[src/rtl/oam_dma_ctrl_if.sv]
// -----------------------------------------------------------------------------
// oam_dma_ctrl_if
//
// Purpose
//   Bundles the CPU-side bus, the cpu_memory-side bus and the stall handshake
//   of the sprite OAM DMA sequencer. Clock and reset are not part of the bundle.
//
// Signals
//   clock_en    CPU cycle enable; the DMA sequencer only advances when high
//   cpu_addr    CPU-driven address
//   cpu_r_en    CPU read enable (1 = read, 0 = write)
//   cpu_w_data  CPU write data
//   mem_r_data  cpu_memory read data, valid one enabled cycle after the address
//   mem_addr    address presented to cpu_memory
//   mem_r_en    read enable presented to cpu_memory
//   mem_w_data  write data presented to cpu_memory
//   cpu_stall   CPU must hold all of its state while high
//   dma_busy    DMA owns the memory bus (identical to cpu_stall)
//
// Modports
//   master  the DMA sequencer: it masters the memory bus and stalls the CPU
//   slave   the surroundings: CPU core plus cpu_memory
// -----------------------------------------------------------------------------
interface oam_dma_ctrl_if;
    logic        clock_en;
    logic [15:0] cpu_addr;
    logic        cpu_r_en;
    logic [7:0]  cpu_w_data;
    logic [7:0]  mem_r_data;
    logic [15:0] mem_addr;
    logic        mem_r_en;
    logic [7:0]  mem_w_data;
    logic        cpu_stall;
    logic        dma_busy;

    modport master (
        input  clock_en,
        input  cpu_addr,
        input  cpu_r_en,
        input  cpu_w_data,
        input  mem_r_data,
        output mem_addr,
        output mem_r_en,
        output mem_w_data,
        output cpu_stall,
        output dma_busy
    );

    modport slave (
        output clock_en,
        output cpu_addr,
        output cpu_r_en,
        output cpu_w_data,
        output mem_r_data,
        input  mem_addr,
        input  mem_r_en,
        input  mem_w_data,
        input  cpu_stall,
        input  dma_busy
    );
endinterface

[src/rtl/oam_dma_ctrl.sv]
// -----------------------------------------------------------------------------
// oam_dma_ctrl
//
// Purpose
//   Sequencer and bus arbiter for sprite OAM DMA, placed between the CPU core
//   and cpu_memory. While idle the CPU bus is passed straight through to
//   memory with no added latency. A CPU write to DMA_REG_ADDR stalls the CPU,
//   hands the memory bus to the sequencer, copies the 256 bytes of page
//   {data, 8'h00} to OAMDATA_ADDR one byte at a time (read, then write), and
//   finally returns the bus. The CPU is stalled for 513 enabled cycles when
//   the trigger falls on an even cycle and 514 when it falls on an odd cycle.
//
// Parameters
//   DMA_REG_ADDR  CPU address whose write starts a transfer
//   OAMDATA_ADDR  destination address written once per byte
//
// Ports
//   clock    system clock
//   reset_n  asynchronous, active-low reset
//   bus      oam_dma_ctrl_if.master: CPU bus in, memory bus out, stall out
// -----------------------------------------------------------------------------
module oam_dma_ctrl #(
    parameter logic [15:0] DMA_REG_ADDR = 16'h4014,
    parameter logic [15:0] OAMDATA_ADDR = 16'h2004
) (
    input  logic          clock,
    input  logic          reset_n,
    oam_dma_ctrl_if.master bus
);

    typedef enum logic [2:0] {
        ST_IDLE,
        ST_DUMMY,
        ST_ALIGN,
        ST_READ,
        ST_WRITE
    } state_t;

    state_t      state_q, state_d;
    logic [7:0]  page_q,  page_d;
    logic [7:0]  idx_q,   idx_d;
    logic        parity_q, parity_d;

    logic [15:0] mem_addr_c;
    logic        mem_r_en_c;
    logic [7:0]  mem_w_data_c;
    logic        trigger;

    // A write to the DMA register is only honoured from IDLE; the state
    // check lives in the FSM below so writes while busy simply fall through.
    assign trigger = bus.clock_en && (bus.cpu_addr == DMA_REG_ADDR) && !bus.cpu_r_en;

    // -------------------------------------------------------------------------
    // State register. Every flop loads its _d value each clock; the enable
    // gating is folded into the next-state logic so held values stay put.
    // -------------------------------------------------------------------------
    always_ff @(posedge clock or negedge reset_n) begin
        if (!reset_n) begin
            state_q  <= ST_IDLE;
            page_q   <= 8'h00;
            idx_q    <= 8'h00;
            parity_q <= 1'b0;
        end else begin
            state_q  <= state_d;
            page_q   <= page_d;
            idx_q    <= idx_d;
            parity_q <= parity_d;
        end
    end

    // -------------------------------------------------------------------------
    // Next-state and bus multiplexing.
    // -------------------------------------------------------------------------
    always_comb begin
        state_d      = state_q;
        page_d       = page_q;
        idx_d        = idx_q;
        parity_d     = parity_q;
        mem_addr_c   = bus.cpu_addr;
        mem_r_en_c   = bus.cpu_r_en;
        mem_w_data_c = bus.cpu_w_data;

        // Free-running cycle parity; only the enable stops it.
        if (bus.clock_en) begin
            parity_d = ~parity_q;
        end

        case (state_q)
            ST_IDLE: begin
                // Pass-through, including the trigger cycle itself.
                if (trigger) begin
                    page_d  = bus.cpu_w_data;
                    idx_d   = 8'h00;
                    state_d = ST_DUMMY;
                end
            end

            ST_DUMMY: begin
                // Idle read on whatever address the stalled CPU holds; a
                // held CPU write must not reach memory.
                mem_addr_c   = bus.cpu_addr;
                mem_r_en_c   = 1'b1;
                mem_w_data_c = 8'h00;
                if (bus.clock_en) begin
                    // parity_q here is the inverse of the trigger cycle's
                    // parity: 0 means the trigger was odd and one more
                    // idle cycle is needed so the first READ lands on even.
                    state_d = parity_q ? ST_READ : ST_ALIGN;
                end
            end

            ST_ALIGN: begin
                mem_addr_c   = bus.cpu_addr;
                mem_r_en_c   = 1'b1;
                mem_w_data_c = 8'h00;
                if (bus.clock_en) begin
                    state_d = ST_READ;
                end
            end

            ST_READ: begin
                mem_addr_c   = {page_q, idx_q};
                mem_r_en_c   = 1'b1;
                mem_w_data_c = 8'h00;
                if (bus.clock_en) begin
                    state_d = ST_WRITE;
                end
            end

            ST_WRITE: begin
                // Memory returns the byte addressed in the preceding READ.
                mem_addr_c   = OAMDATA_ADDR;
                mem_r_en_c   = 1'b0;
                mem_w_data_c = bus.mem_r_data;
                if (bus.clock_en) begin
                    idx_d   = idx_q + 8'h01;
                    state_d = (idx_q == 8'hFF) ? ST_IDLE : ST_READ;
                end
            end

            default: begin
                state_d = ST_IDLE;
            end
        endcase
    end

    assign bus.mem_addr   = mem_addr_c;
    assign bus.mem_r_en   = mem_r_en_c;
    assign bus.mem_w_data = mem_w_data_c;

    // Decoded straight from the state register, so the stall rises the cycle
    // after the trigger and falls the cycle after the last WRITE.
    assign bus.cpu_stall  = (state_q != ST_IDLE);
    assign bus.dma_busy   = (state_q != ST_IDLE);

endmodule

[src/flat_wrapper.sv]
// flat-port wrapper written by rule: the top's interface ports become plain ports
module oam_dma_ctrl_flat 
#(
    parameter logic [15:0] DMA_REG_ADDR = 16'h4014,
    parameter logic [15:0] OAMDATA_ADDR = 16'h2004
)
  (clock, reset_n, bus_clock_en, bus_cpu_addr, bus_cpu_r_en, bus_cpu_w_data, bus_mem_r_data, bus_mem_addr, bus_mem_r_en, bus_mem_w_data, bus_cpu_stall, bus_dma_busy);
  oam_dma_ctrl_if bus_i ();
  input  logic clock;
  input  logic reset_n;
  input wire logic [$bits(bus_i.clock_en)-1:0] bus_clock_en;
  input wire logic [$bits(bus_i.cpu_addr)-1:0] bus_cpu_addr;
  input wire logic [$bits(bus_i.cpu_r_en)-1:0] bus_cpu_r_en;
  input wire logic [$bits(bus_i.cpu_w_data)-1:0] bus_cpu_w_data;
  input wire logic [$bits(bus_i.mem_r_data)-1:0] bus_mem_r_data;
  output wire logic [$bits(bus_i.mem_addr)-1:0] bus_mem_addr;
  output wire logic [$bits(bus_i.mem_r_en)-1:0] bus_mem_r_en;
  output wire logic [$bits(bus_i.mem_w_data)-1:0] bus_mem_w_data;
  output wire logic [$bits(bus_i.cpu_stall)-1:0] bus_cpu_stall;
  output wire logic [$bits(bus_i.dma_busy)-1:0] bus_dma_busy;
  assign bus_i.clock_en = bus_clock_en;
  assign bus_i.cpu_addr = bus_cpu_addr;
  assign bus_i.cpu_r_en = bus_cpu_r_en;
  assign bus_i.cpu_w_data = bus_cpu_w_data;
  assign bus_i.mem_r_data = bus_mem_r_data;
  assign bus_mem_addr = bus_i.mem_addr;
  assign bus_mem_r_en = bus_i.mem_r_en;
  assign bus_mem_w_data = bus_i.mem_w_data;
  assign bus_cpu_stall = bus_i.cpu_stall;
  assign bus_dma_busy = bus_i.dma_busy;
  oam_dma_ctrl #(.DMA_REG_ADDR(DMA_REG_ADDR), .OAMDATA_ADDR(OAMDATA_ADDR)) u_core (.clock(clock), .reset_n(reset_n), .bus(bus_i));
endmodule
[config.mk]
export PLATFORM = sky130hd
export DESIGN_NAME = oam_dma_ctrl_flat
export DESIGN_NICKNAME = d
export VERILOG_FILES = /design/src/rtl/oam_dma_ctrl_if.sv /design/src/rtl/oam_dma_ctrl.sv /design/src/flat_wrapper.sv
export SDC_FILE = /design/constraint.sdc
export NUM_CORES = 1
export LEC_CHECK = 0
export CAP_MARGIN = 20
export CORE_ASPECT_RATIO = 0.7
export CORE_UTILIZATION = 41
export CTS_BUF_LIST = sky130_fd_sc_hd__clkbuf_2 sky130_fd_sc_hd__clkbuf_4 sky130_fd_sc_hd__clkbuf_8
export CTS_CLUSTER_SIZE = 25
export DETAILED_ROUTE_END_ITERATION = 8
export HOLD_SLACK_MARGIN = 0.12
export PLACE_DENSITY = 0.79
export SKIP_LAST_GASP = 1
export SYNTH_ARGS = -nofsm -noshare
export SYNTH_HDL_FRONTEND = slang
export SYNTH_SLANG_ARGS = --single-unit
[constraint.sdc]
create_clock -name clock -period 1.73 [get_ports clock]
set_input_delay 0.173 -clock clock [delete_from_list [all_inputs] [get_ports clock]]
set_output_delay 0.173 -clock clock [all_outputs]
set_load 0.01 [all_outputs]
==> After elaboration in Yosys (flattened, before gate mapping) <==
Index checks and enable logic that the tools add are counted.
{ "totals": {"output_inout_bits": 27, "word_cells": 41, "regBits": 20} }
{ "op_classes": {"add_sub_neg": 1, "mux": 14, "bitwise_logic": 1, "eq_ne": 11, "n_reduce_logical": 10} }
{ "ops": {"columns": ["cell", "n"], "rows": [
  ["16-bit one-hot mux with 2 select lines", 1],
  ["8-bit one-hot mux with 2 select lines", 2],
  ["16-bit by 15-bit == test with 1-bit output (second input constant)", 1],
  ["8-bit two-way mux", 2],
  ["3-bit two-way mux", 5],
  ["3-bit one-hot mux with 5 select lines", 1],
  ["8-bit by 1-bit adder with 8-bit output (second input constant)", 1],
  ["8-bit == test (second input constant)", 1],
  ["2-bit inequality test (second input constant)", 4],
  ["3-bit by 2-bit == test with 1-bit output (second input constant)", 2],
  ["5-bit AND reduction", 1],
  ["3-bit by 1-bit == test with 1-bit output (second input constant)", 1],
  ["3-bit == test (second input constant)", 1],
  ["3-bit zero test", 1],
  ["3-bit AND reduction", 1],
  ["3-bit nonzero test", 1],
  ["3-bit OR reduction", 1],
  ["1-bit logical AND", 2],
  ["2-bit two-way mux", 1],
  ["2-bit by 1-bit inequality test with 1-bit output (second input constant)", 1],
  ["1-bit one-hot mux with 2 select lines", 1],
  ["2-bit AND reduction", 1],
  ["2-bit nonzero test", 1],
  ["1-bit zero test", 1],
  ["other kinds (2)", 2]
]} }

==> Logic depth before layout (Yosys ltp) <==
{ "logic_depth": {"word_depth": 5, "ltp_mapped": 7, "depth_no_buf": 5} }

==> Least setup slack after synthesis <==
Ideal clock, no wire load.
{ "synth_path": {"path_type": "reg-to-reg", "start": "reg u_core.state_q[2]", "end": "reg u_core.page_q[0]", "n_path_buf": 2, "path_slack_ns": 0.123, "path_stages_with_launch": 7, "setup_time_ns": 0.125, "synth_period_minus_slack_ns": 1.607, "arrival_ns": 1.482, "required_time_ns": 1.605, "path_cell_list": "dfrtp_1 -> buf_6 -> nor4_4 -> nand4_2 -> nor2_4 -> buf_12 -> mux2_4"} }
{ "synth_via": {"elab_chain_cells": 2} }
{ "synth_lines": {"columns": ["element", "line", "source"], "rows": [
  ["from (decl)", "oam_dma_ctrl.sv:39", "state_t state_q, state_d;"],
  ["from (signal assigned)", "oam_dma_ctrl.sv:64", "state_q <= state_d;"],
  ["3-bit zero test", "oam_dma_ctrl.sv:88", "case (state_q)"],
  ["2-bit AND reduction (no line)", null, null],
  ["to (signal assigned)", "oam_dma_ctrl.sv:65", "page_q <= page_d;"],
  ["to (decl)", "oam_dma_ctrl.sv:40", "logic [7:0] page_q, page_d;"]
]} }
Every way passes these cells.
A chain may end at the register's enable or synchronous reset.

==> Worst setup path in the final report <==
{ "layout_path": {"start": "reg u_core.state_q[1]", "end": "out bus_mem_addr[13]"} }
{ "layout_via": {"elab_chain_cells": 2, "elab_cells_between_ends": 3} }
{ "layout_lines": {"columns": ["element", "line", "source"], "rows": [
  ["3-bit == test / 3-bit by 2-bit == test with 1-bit output (equally long branches)", "oam_dma_ctrl.sv:88", null],
  ["16-bit one-hot mux with 2 select lines *", "oam_dma_ctrl.sv:88", null],
  ["to (decl)", "flat_wrapper.sv:16", "output wire logic [$bits(bus_i.mem_addr)-1:0] bus_mem_addr;"]
]} }
Mark *: on every way between the ends. The rest lies on a longest branch, timed or not.

==> out/metrics.csv <==
metric;value;unit
Crit Path Max Fanout;9;
post-route worst setup slack;-132;ps
worst-path cell chain;buf_4, nor2_1, buf_4, buf_4, o21ai_0, nand2_1, dlygate4sd2_1;
max-slew violations;0;
Pleak;0.00126;uW
number of antenna violations at the first check in global routing;0;
number of DRC violations after detailed-routing iteration 0;153;
HP Class;input pin to asynchronous set/reset pin;
via count of the first global-routing pass;1692;
Post-Synthesis Cells;199;
WP data arrival;1690;ps
achievable frequency;537;MHz
most instantiated flip-flop cell in the synthesis netlist;sky130_fd_sc_hd__dfrtp_1;
detailed placement HPWL;3.85;mm
row cnt;18;
Period Utilization, post-route;1.08;
number of synthesized flops with an enable pin;0;
TritonCTS clock tree;done;
summed instance area of the synthesized netlist;1620;um^2
net count of the mapped netlist;236;
final estimated routing congestion in global placement;0.842;
ys async rst share;1.00;
area of all placed cells without fillers;2760;um^2
final period demand of the worst path;1860;ps
Initial Utilization;0.445;
area occupied by multi-input gates;1170;um^2
top-level port count;63;
number of distinct library cell variants in the gate-level netlist after synthesis;45;
synthesis warning total;0;
Core Util, Final;0.757;
clock tree root driver cell;sky130_fd_sc_hd__clkbuf_8;
count of final hold-check violations;0;
number of sinks on the clock net;20;
number of detailed-route iterations in the first pass;4;
first-pass GRT wire length;8.22;mm
number of vias per cell;5.67;
setup TNS after final layout;-1350;ps
max-cap violation count;0;
area delta synth->final;70.0;%
mean instance size in the synthesized netlist;8.16;um^2
core region area;3650;um^2
total wire length after detailed routing;5.96;mm
largest buffer count on any clock path;2;
# port buffers;62;
result of the run;complete, but fails checks;
GRT Util Overall;0.260;
DRC viols;0;
number of buffers created by CTS;3;
Crit Path Class;register to primary output;
gr ovfl total;0;
Pwr Density;1370;nW/um^2
Die Span Y;54.7;um
master of the slowest instance on the critical path;sky130_fd_sc_hd__dfrtp_1;
dpl ws;-242;ps
CTS H-tree depth;1;
Antenna Diode Count;0;
source-to-sink clock delay at the later pin of the worst-skew pair;260;ps
RSZ-0062 raised after global routing;yes;
Total Die Area;4220;um^2
Clock Skews;2.80;ps
cell repeated most along the worst path;sky130_fd_sc_hd__buf_4;
FILL cells;251;
Final ANT Viol Nets;0;
failing checks;setup timing;
clock transition at the register clock pins on the worst setup and hold paths after CTS;80;ps
Setup-failing EPs final;26;
largest net degree at the start of global routing;21;
Final #Nets;332;
pin slew with the least headroom to its limit;333;ps
share of layout cells above drive strength 1;0.418;
cell area after placement;2490;um^2
slowest stage delay, CP;420;ps
Seq cells post-synth;20;
die span in x;77.2;um
worst ir drop on vdd;962;uV
required time at the endpoint of the critical path;1560;ps
total power after layout;3790;uW
sequential share of the synthesized area;0.308;
wire length per cell after detailed routing;17.3;um
DR vias;1952;
flip-flop and latch area;502;um^2
worst max-slew margin expressed relative to the limit;0.778;
Worst Setup End Kind;primary output;
Critical Path Source Type;register;
final cells by class:
class / count / area share
clock buffer: 3 / 0.0150
clock inverter: 1 / 0.0109
inverter: 7 / 0.00952
multi-input combinational: 154 / 0.425
sequential: 20 / 0.182
tap: 50 / 0.0227
timing repair buffer: 109 / 0.335
flip-flops by register name, indices dropped and copies added (netlist names):
| name | flops |
|---|---|
| u_core.idx_q | 8 |
| u_core.page_q | 8 |
| u_core.state_q | 3 |
| u_core.parity_q | 1 |
logic make-up (layout without fill, tap and decap cells):
family | Yosys count | count (layout) | synth area share
simple gates | 73 | 73 | 0.238
buf+inv | 25 | 120 | 0.0824
fa+ha+maj | 1 | 1 | 0.00770
mux | 18 | 18 | 0.135
flops | 20 | 20 | 0.308
compound gates | 58 | 58 | 0.207
xor+xnor | 4 | 4 | 0.0216
metal layers:
metal,global-route usage,vias up,share of wire
li1,-,899,-
met5,0,-,0
met2,0.456,110,0.48
met3,0.0617,12,0.088
met1,0.324,931,0.41
met4,0.0786,0,0.018
path summary, 6_finish.rpt:
check	from	end	slack (ps)	depth (start not counted)
worst max-delay path	u_core.state_q[1]	bus_mem_addr[13]	-130	7
worst min-delay path	reset_n	u_core.parity_q	250	2
worst max register to register	u_core.state_q[1]	u_core.idx_q[6]	-100	7
worst min register to register	u_core.parity_q	u_core.parity_q	470	1
max in group asynchronous	reset_n	u_core.state_q[2]	1250	2
min in group clock	u_core.parity_q	u_core.parity_q	470	1
cells in the mapped netlist, types with 2 or more instances:
cell,n,area (um^2)
sky130_fd_sc_hd__inv_1,7,26.3
sky130_fd_sc_hd__clkbuf_1,7,26.3
sky130_fd_sc_hd__a22oi_1,2,15.0
sky130_fd_sc_hd__nand3_1,3,15.0
sky130_fd_sc_hd__o22ai_1,17,106
sky130_fd_sc_hd__o21ai_0,15,75.1
sky130_fd_sc_hd__a21oi_1,18,90.1
sky130_fd_sc_hd__nor2_1,12,45.0
sky130_fd_sc_hd__nor2b_1,2,12.5
sky130_fd_sc_hd__mux2i_1,2,20.0
sky130_fd_sc_hd__mux2_4,5,75.1
sky130_fd_sc_hd__buf_2,7,35.0
sky130_fd_sc_hd__xnor2_1,3,26.3
sky130_fd_sc_hd__nor4_1,2,12.5
sky130_fd_sc_hd__dfrtp_1,20,500
sky130_fd_sc_hd__nand2_1,38,143
sky130_fd_sc_hd__mux2_2,10,113
sky130_fd_sc_hd__buf_4,2,15.0
power by group:
part | internal [uW] | leakage, uW | switching, uW
Sequential | 564 | 0.000259 | 137
Clock | 309 | 0.0000357 | 174
Combinational | 1310 | 0.000969 | 1300
Total | 2180 | 0.00126 | 1610
per-stage QoR:
step                hold slack (ps)  cells
floorplan                      -123    199
global placement                453    328
detailed placement              456    328
CTS                             262    337
global route                    278    344
finish                          247    344
cells in the final DEF (no fill, tap or decap), types with 2 or more instances in the layout:
cell	n
sky130_fd_sc_hd__nand2_1	37
sky130_fd_sc_hd__buf_4	36
sky130_fd_sc_hd__clkdlybuf4s50_1	35
sky130_fd_sc_hd__buf_2	22
sky130_fd_sc_hd__dfrtp_1	19
sky130_fd_sc_hd__a21oi_1	18
sky130_fd_sc_hd__o22ai_2	13
sky130_fd_sc_hd__nor2_1	10
sky130_fd_sc_hd__mux2_2	10
sky130_fd_sc_hd__o21ai_1	8
sky130_fd_sc_hd__inv_1	7
sky130_fd_sc_hd__buf_6	7
sky130_fd_sc_hd__mux2_4	6
sky130_fd_sc_hd__o21ai_0	6
sky130_fd_sc_hd__o22ai_1	4
sky130_fd_sc_hd__dlygate4sd2_1	4
sky130_fd_sc_hd__nand3_1	3
sky130_fd_sc_hd__xnor2_1	3
sky130_fd_sc_hd__clkbuf_8	3
sky130_fd_sc_hd__nor2_2	2
sky130_fd_sc_hd__a22oi_1	2
sky130_fd_sc_hd__nor3_4	2
sky130_fd_sc_hd__nor4_4	2
sky130_fd_sc_hd__nor2b_1	2
sky130_fd_sc_hd__mux2i_1	2
sky130_fd_sc_hd__buf_12	2
sky130_fd_sc_hd__buf_8	2
worst max-delay path, delay by kind of cell (launching register included):
kind                   cells  cell delay [ps]
AND/OR/NAND/NOR            2              100
buffers and inverters      4              750
AO/OA/AOI/OAI              1              150
flip-flops                 1              420
repair_timing:
action / in CTS / in global routing
buffers inserted: 4 / 7
hold buffers: 0 / 0
gates cloned: 1 / 0
endpoints found under the setup margin: 27 / 42
resized for setup: 99 / 50
pin swaps: 2 / 18
No activity file was read; power rests on OpenSTA's default activity.
